File: src/rtl/axi_master_arbiter.sv
// Shares one AXI read/write command front-end between fetch (req0) and data (req1) requesters.
// Latency: command one cycle after a request is seen in IDLE; done pulses 3 cycles after request at best.
// Backpressure: one transaction at a time; requesters stall until their done pulse; command held until m_ack.
module axi_master_arbiter #(
    parameter int ADDR_W = 32,
    parameter int DATA_W = 32,
    parameter int ID_W   = 4,
    parameter int TMO_W  = 8
) (
    input  logic                ACLK,
    input  logic                ARESET,
    input  logic                req0_valid,
    input  logic [ADDR_W-1:0]   req0_addr,
    input  logic                req1_valid,
    input  logic                req1_write,
    input  logic [ADDR_W-1:0]   req1_addr,
    input  logic [DATA_W-1:0]   req1_wdata,
    input  logic [DATA_W/8-1:0] req1_wstrb,
    output logic                m_rd_req,
    output logic                m_wr_req,
    output logic [ADDR_W-1:0]   m_addr,
    output logic [DATA_W-1:0]   m_wdata,
    output logic [DATA_W/8-1:0] m_wstrb,
    output logic [ID_W-1:0]     m_id,
    input  logic                m_ack,
    input  logic                m_done,
    input  logic [DATA_W-1:0]   m_rdata,
    input  logic                m_err,
    output logic                stall0,
    output logic                stall1,
    output logic                done0,
    output logic                done1,
    output logic [DATA_W-1:0]   rdata,
    output logic                err,
    output logic                busy
);
    localparam int STRB_W = DATA_W / 8;
    // Last counter value still spent in ISSUE/WAIT; the counter reaches all-ones on entry to RESP.
    localparam logic [TMO_W-1:0] TMO_LAST = {{(TMO_W-1){1'b1}}, 1'b0};

    typedef enum logic [1:0] {ST_IDLE, ST_ISSUE, ST_WAIT, ST_RESP} state_e;

    state_e              state_q, state_d;
    logic [ADDR_W-1:0]   addr_q, addr_d;
    logic [DATA_W-1:0]   wdata_q, wdata_d;
    logic [STRB_W-1:0]   wstrb_q, wstrb_d;
    logic                write_q, write_d;
    logic                owner_q, owner_d;
    logic                last_gnt_q, last_gnt_d;
    logic [TMO_W-1:0]    cnt_q, cnt_d;
    logic [DATA_W-1:0]   rdata_q, rdata_d;
    logic                err_q, err_d;

    logic                pick_vld;
    logic                pick_own;
    logic                req1_is_wr;

    // A data write with no strobes carries nothing to write, so it is issued as a read.
    assign req1_is_wr = req1_write & (|req1_wstrb);

    // Round-robin pick: a lone requester wins, on contention the one not served last wins.
    always_comb begin
        pick_vld = req0_valid | req1_valid;
        pick_own = req1_valid;
        if (req0_valid && req1_valid) begin
            pick_own = ~last_gnt_q;
        end
    end

    // State, latch and completion-capture registers; reset aborts any transaction in flight.
    always_ff @(posedge ACLK or posedge ARESET) begin
        if (ARESET) begin
            state_q    <= ST_IDLE;
            addr_q     <= '0;
            wdata_q    <= '0;
            wstrb_q    <= '0;
            write_q    <= 1'b0;
            owner_q    <= 1'b0;
            last_gnt_q <= 1'b1;
            cnt_q      <= '0;
            rdata_q    <= '0;
            err_q      <= 1'b0;
        end else begin
            state_q    <= state_d;
            addr_q     <= addr_d;
            wdata_q    <= wdata_d;
            wstrb_q    <= wstrb_d;
            write_q    <= write_d;
            owner_q    <= owner_d;
            last_gnt_q <= last_gnt_d;
            cnt_q      <= cnt_d;
            rdata_q    <= rdata_d;
            err_q      <= err_d;
        end
    end

    // Next-state: latch on grant, hold the command until accepted, capture completion or timeout.
    always_comb begin
        state_d    = state_q;
        addr_d     = addr_q;
        wdata_d    = wdata_q;
        wstrb_d    = wstrb_q;
        write_d    = write_q;
        owner_d    = owner_q;
        last_gnt_d = last_gnt_q;
        cnt_d      = cnt_q;
        rdata_d    = rdata_q;
        err_d      = err_q;
        case (state_q)
            ST_IDLE: begin
                if (pick_vld) begin
                    owner_d = pick_own;
                    cnt_d   = '0;
                    state_d = ST_ISSUE;
                    if (pick_own) begin
                        addr_d  = req1_addr;
                        write_d = req1_is_wr;
                        wdata_d = req1_is_wr ? req1_wdata : '0;
                        wstrb_d = req1_is_wr ? req1_wstrb : '0;
                    end else begin
                        addr_d  = req0_addr;
                        write_d = 1'b0;
                        wdata_d = '0;
                        wstrb_d = '0;
                    end
                end
            end
            ST_ISSUE: begin
                cnt_d = cnt_q + TMO_W'(1);
                if (m_ack && m_done) begin
                    rdata_d = write_q ? '0 : m_rdata;
                    err_d   = m_err;
                    state_d = ST_RESP;
                end else if (m_ack) begin
                    state_d = ST_WAIT;
                end else if (cnt_q == TMO_LAST) begin
                    rdata_d = '0;
                    err_d   = 1'b1;
                    state_d = ST_RESP;
                end
            end
            ST_WAIT: begin
                cnt_d = cnt_q + TMO_W'(1);
                if (m_done) begin
                    rdata_d = write_q ? '0 : m_rdata;
                    err_d   = m_err;
                    state_d = ST_RESP;
                end else if (cnt_q == TMO_LAST) begin
                    rdata_d = '0;
                    err_d   = 1'b1;
                    state_d = ST_RESP;
                end
            end
            ST_RESP: begin
                last_gnt_d = owner_q;
                state_d    = ST_IDLE;
            end
            default: state_d = ST_IDLE;
        endcase
    end

    // Command outputs are only non-zero while the command is being offered.
    always_comb begin
        m_rd_req = 1'b0;
        m_wr_req = 1'b0;
        m_addr   = '0;
        m_wdata  = '0;
        m_wstrb  = '0;
        m_id     = '0;
        if (state_q == ST_ISSUE) begin
            m_rd_req = ~write_q;
            m_wr_req = write_q;
            m_addr   = addr_q;
            m_wdata  = wdata_q;
            m_wstrb  = wstrb_q;
            m_id     = {{(ID_W-1){1'b0}}, owner_q};
        end
    end

    assign done0  = (state_q == ST_RESP) & ~owner_q;
    assign done1  = (state_q == ST_RESP) & owner_q;
    assign stall0 = req0_valid & ~done0;
    assign stall1 = req1_valid & ~done1;
    assign rdata  = rdata_q;
    assign err    = err_q;
    assign busy   = (state_q != ST_IDLE);

endmodule

File: config.mk
export PLATFORM = sky130hd
export DESIGN_NAME = axi_master_arbiter
export DESIGN_NICKNAME = d
export VERILOG_FILES = /design/src/rtl/axi_master_arbiter.sv
export SDC_FILE = /design/constraint.sdc
export NUM_CORES = 1
export LEC_CHECK = 0
export CAP_MARGIN = 20
export CORE_ASPECT_RATIO = 1.75
export CORE_MARGIN = 1
export CORE_UTILIZATION = 41
export CTS_BUF_LIST = sky130_fd_sc_hd__clkbuf_16
export CTS_CLUSTER_SIZE = 25
export DETAILED_ROUTE_END_ITERATION = 12
export GPL_ROUTABILITY_DRIVEN = 0
export PLACE_DENSITY = 0.77
export SLEW_MARGIN = 10
export SYNTH_ARGS = -nofsm -noshare
export SYNTH_HDL_FRONTEND = slang
export SYNTH_SLANG_ARGS = --single-unit
File: constraint.sdc
create_clock -name ACLK -period 5.3 [get_ports ACLK]
set_clock_uncertainty 0.1 [all_clocks]
set_input_delay 1.06 -clock ACLK [delete_from_list [all_inputs] [get_ports ACLK]]
set_output_delay 1.06 -clock ACLK [all_outputs]
set_load 0.02 [all_outputs]
==> run_results.csv <==
group,metric,value,unit
status,status,"complete, no violations",
pwr,p_switching,1.62,mW
critical_path,path_max_fanout,6,
pwr,ir_drop,0.286,mV
routing,drcViolationCount,0,
critical_path,crit_family,"buffers and inverters",
layout,synthToLayoutAreaGrowth,60.0,%
pwr,p_clk_share,22.4,%
critical_path,r2r_setup_slack,2980,ps
yosys,synth.top_cells.by_count,"dfrtp_1 (113), and2_1 (73), a22o_1 (70)",
worst_hold_path,worstHoldStart,"addr_q[12]",
place,placedCellCount,852,
routing,antenna_left,0,
yosys,synth_xor_area_share,0.499,%
floorplanning,start_util,42.1,%
cts,htree_levels,4,
yosys,synth_cell_type_count,42,
cts,clk_pin_slew,50,ps
global_routing,grt_pass1_wl,23700,um
routing,wirelength_met1,5640,um
yosys,synth_top_area_cell,"dfrtp_1",
yosys,syn-mean-instance-area,11.3,um^2
yosys,synth_top_family_by_area,"compound AO/OA/AOI/OAI gates",
yosys,synth-simple-area-share,14.3,%
global_routing,grt_use_total,23.1,%
worst_hold_path,whs_path_depth,2,
floorplanning,die_area,0.0133,mm^2
cts,clockBufferDepth,2,
routing,top_layer_used,"met4",
cts,numCtsBuffers,17,
routing,vias,4503,
routing,wire_per_inst,16.8,um
critical_path,crit_path_end_kind,"output port",
cts,cts_resized,0,
yosys,yosysMostFrequentCell,"dfrtp_1",
yosys,synthArstFlopShare,100,%
layout,instances_no_fill,885,
critical_path,critical_path_class,"in -> out",
timing,slew_viol_final,0,
pwr,p_leak,3.70,nW
place,port_buffers,248,
yosys,ys.flop_type,"dfrtp_1",
global_routing,grt_max_degree,79,
yosys,synth_edf_count,0,
layout,num-nets-final,852,
critical_path,start_kind,"input port",
yosys,muxShareOfSynthArea,6.67,%
critical_path,cp_num_buf_inv,2,
cts,hold_buffers,0,
yosys,synth_area_leaders,"dfrtp_1 (54%), a22o_1 (12%), and2_1 (8.7%), mux2i_1 (6.5%), o21ai_0 (3.3%)",
yosys,synthAdderAreaFrac,1.66,%
floorplanning,core_area,0.0125,mm^2
global_routing,antenna_found_initial,0,
cts,clk_latency,400,ps
timing,finalHoldViolCount,0,
worst_hold_path,hold_end,"addr_q[12]",
layout,antenna_cells,0,
layout,drive_gt1_share,6.42,%
critical_path,cp_cell_sequence,"clkdlybuf4s50_1, nor2b_1, clkdlybuf4s50_1",
timing,max_slew_margin,36.1,%
floorplanning,rows,54,
critical_path,cp.arrival,2540,ps
routing,vias_per_cell,5.09,
yosys,ys_ff_latch,114,
routing,wl_met2,7820,um
place,dpl_cell_area,0.00786,mm^2
routing,met3_length,1030,um
timing,tns,0,ps
run,cap_violations,0,
timing,rsz0062_at_grt,"false",
critical_path,cpMaxStageDelayCell,"clkdlybuf4s50_1",
critical_path,crit_required,4140,ps
timing,holdWs,367,ps
pwr,p_comb_share,45.3,%
layout,fin_area,0.00843,mm^2
global_routing,grt_overflow,0,
yosys,syn_area,0.00527,mm^2
cts,cts_setup_buffers,0,
yosys,synth-compound-area-share,18.2,%
pwr,p_int,2.87,mW
timing,post-route-period-util,69.9,%
pwr,power.density,533,mW/mm^2
critical_path,critical_path.most_common_cell,"clkdlybuf4s50_1",
critical_path,reg2reg_to,"rdata[11]",
floorplanning,die_h,152,um
pwr,seqPwrFrac,32.3,%
routing,totalWireLength,14900,um
worst_hold_path,min_path_type,"reg -> reg",
timing,max_freq,270,MHz
yosys,yosysWarnings,0,
routing,drtIter0Drc,132,
timing,worst_pin_slew,959,ps
cts,cts_tree,"done",
pwr,finalPower,4.49,mW
floorplanning,die_w,87.7,um
yosys,synth_cells,465,
cts,cts_sinks,114,
routing,dr.pass1.iters,4,
critical_path,rr_worst_depth,7,
timing,min_period,3700,ps
yosys,seq_area_frac_synth,54.2,%
yosys,synth_top_area_share,53.7,%
place,dp.final_hpwl,10700,um
global_routing,first_global_vias,4703,
cts,root_buffer,"clkbuf_16",
floorplanning,num_io_pins,252,
critical_path,crit-reg2reg-launch,"state_q[1]",
pwr,netSwitchingFraction,36.1,%
timing,setup_viol,0,
critical_path,slowest_delay,660,ps
## cell usage in the layout (no fill, tap or decap), types with 3 or more instances in the layout
master           netlist  routed
clkbuf_16              0      17
inv_1                  7       7
nand4_1                3       3
mux2i_1               34      34
xnor2_1                3       3
nor2b_1                4       4
clkdlybuf4s50_1        0     248
nor2_1                 9       8
clkinv_2               0       7
o21ai_0               35      35
nand2b_1               3       3
and2_1                73      73
a22o_1                70      70
buf_12                 0       3
ha_1                   7       6
conb_1                 1       3
nand2_1               37      37
a21oi_1                4       4
dfrtp_1              113     113
nand3_1                3       3
## per-stage QoR
| step | util, % | setup slack (ps) |
|---|---|---|
| after global placement | 62.6 | 1600 |
| final | 67.4 | 1600 |
| after detailed placement | 62.9 | 1600 |
| after CTS | 67.1 | 1280 |
| after floorplan | - | 1130 |
| after global routing | 67.4 | 1530 |
## cell families (layout without fill, tap and decap cells)
group | after synthesis | count (layout)
DFF | 114 | 114
buffers and inverters | 43 | 293
other | 1 | 3
and+or+nand+nor | 138 | 138
muxes | 35 | 35
xor gates and xnor gates | 3 | 3
AOI/OAI and AO/OA | 124 | 124
adders and majority gates | 7 | 7
## worst register-to-register path, cell delays in order (launching register included)
cell	delay, ps
dfrtp_1	430
inv_1	120
ha_2	400
and2_1	200
o21ai_0	120
nor2_2	470
buf_8	250
a22o_1	170
## flip-flops by register name, summed over array words and instances, names as in the netlist
register	flops
wdata_q	32
write_q	1
last_gnt_q	1
cnt_q	8
addr_q	32
owner_q	1
wstrb_q	4
state_q	2
rdata	32
err	1
## power groups by stage
stage | Combinational (mW) | Sequential [mW] | Clock (mW)
final | 2.03 | 1.45 | 1.01
after global placement | 1.95 | 1.44 | 0
after global routing | 2.20 | 1.50 | 1.07
after CTS | 2.03 | 1.45 | 1.03
after floorplan | 1.06 | 1.54 | 0
after detailed placement | 2.02 | 1.46 | 0
## area by class of cell
class,count,area [um^2]
Multi-Input combinational cell,310,2210
Fill cell,981,4070
Inverter,7,28.8
Clock inverter,14,100
Tap cell,168,210
Sequential cell,114,2850
Clock buffer,17,425
Timing Repair Buffer,255,2600
## worst max-delay path by stage
stage                          start   endpoint  slack, ps  cells past startpoint
after global placement    req0_valid     stall0       1600                      3
after CTS                 state_q[1]  m_addr[9]       1280                      4
final                     req0_valid     stall0       1600                      3
after global routing      req0_valid     stall0       1530                      3
after floorplan               ARESET  addr_q[0]       1130                      1
after detailed placement  req0_valid     stall0       1600                      3
## metal layers
metal	vias up	global-route usage (%)
li1	2125	-
met1	2168	25.9
met2	181	40.3
met3	29	6.46
met4	0	9.13
met5	-	0
(Power assumes the default switching activity.)
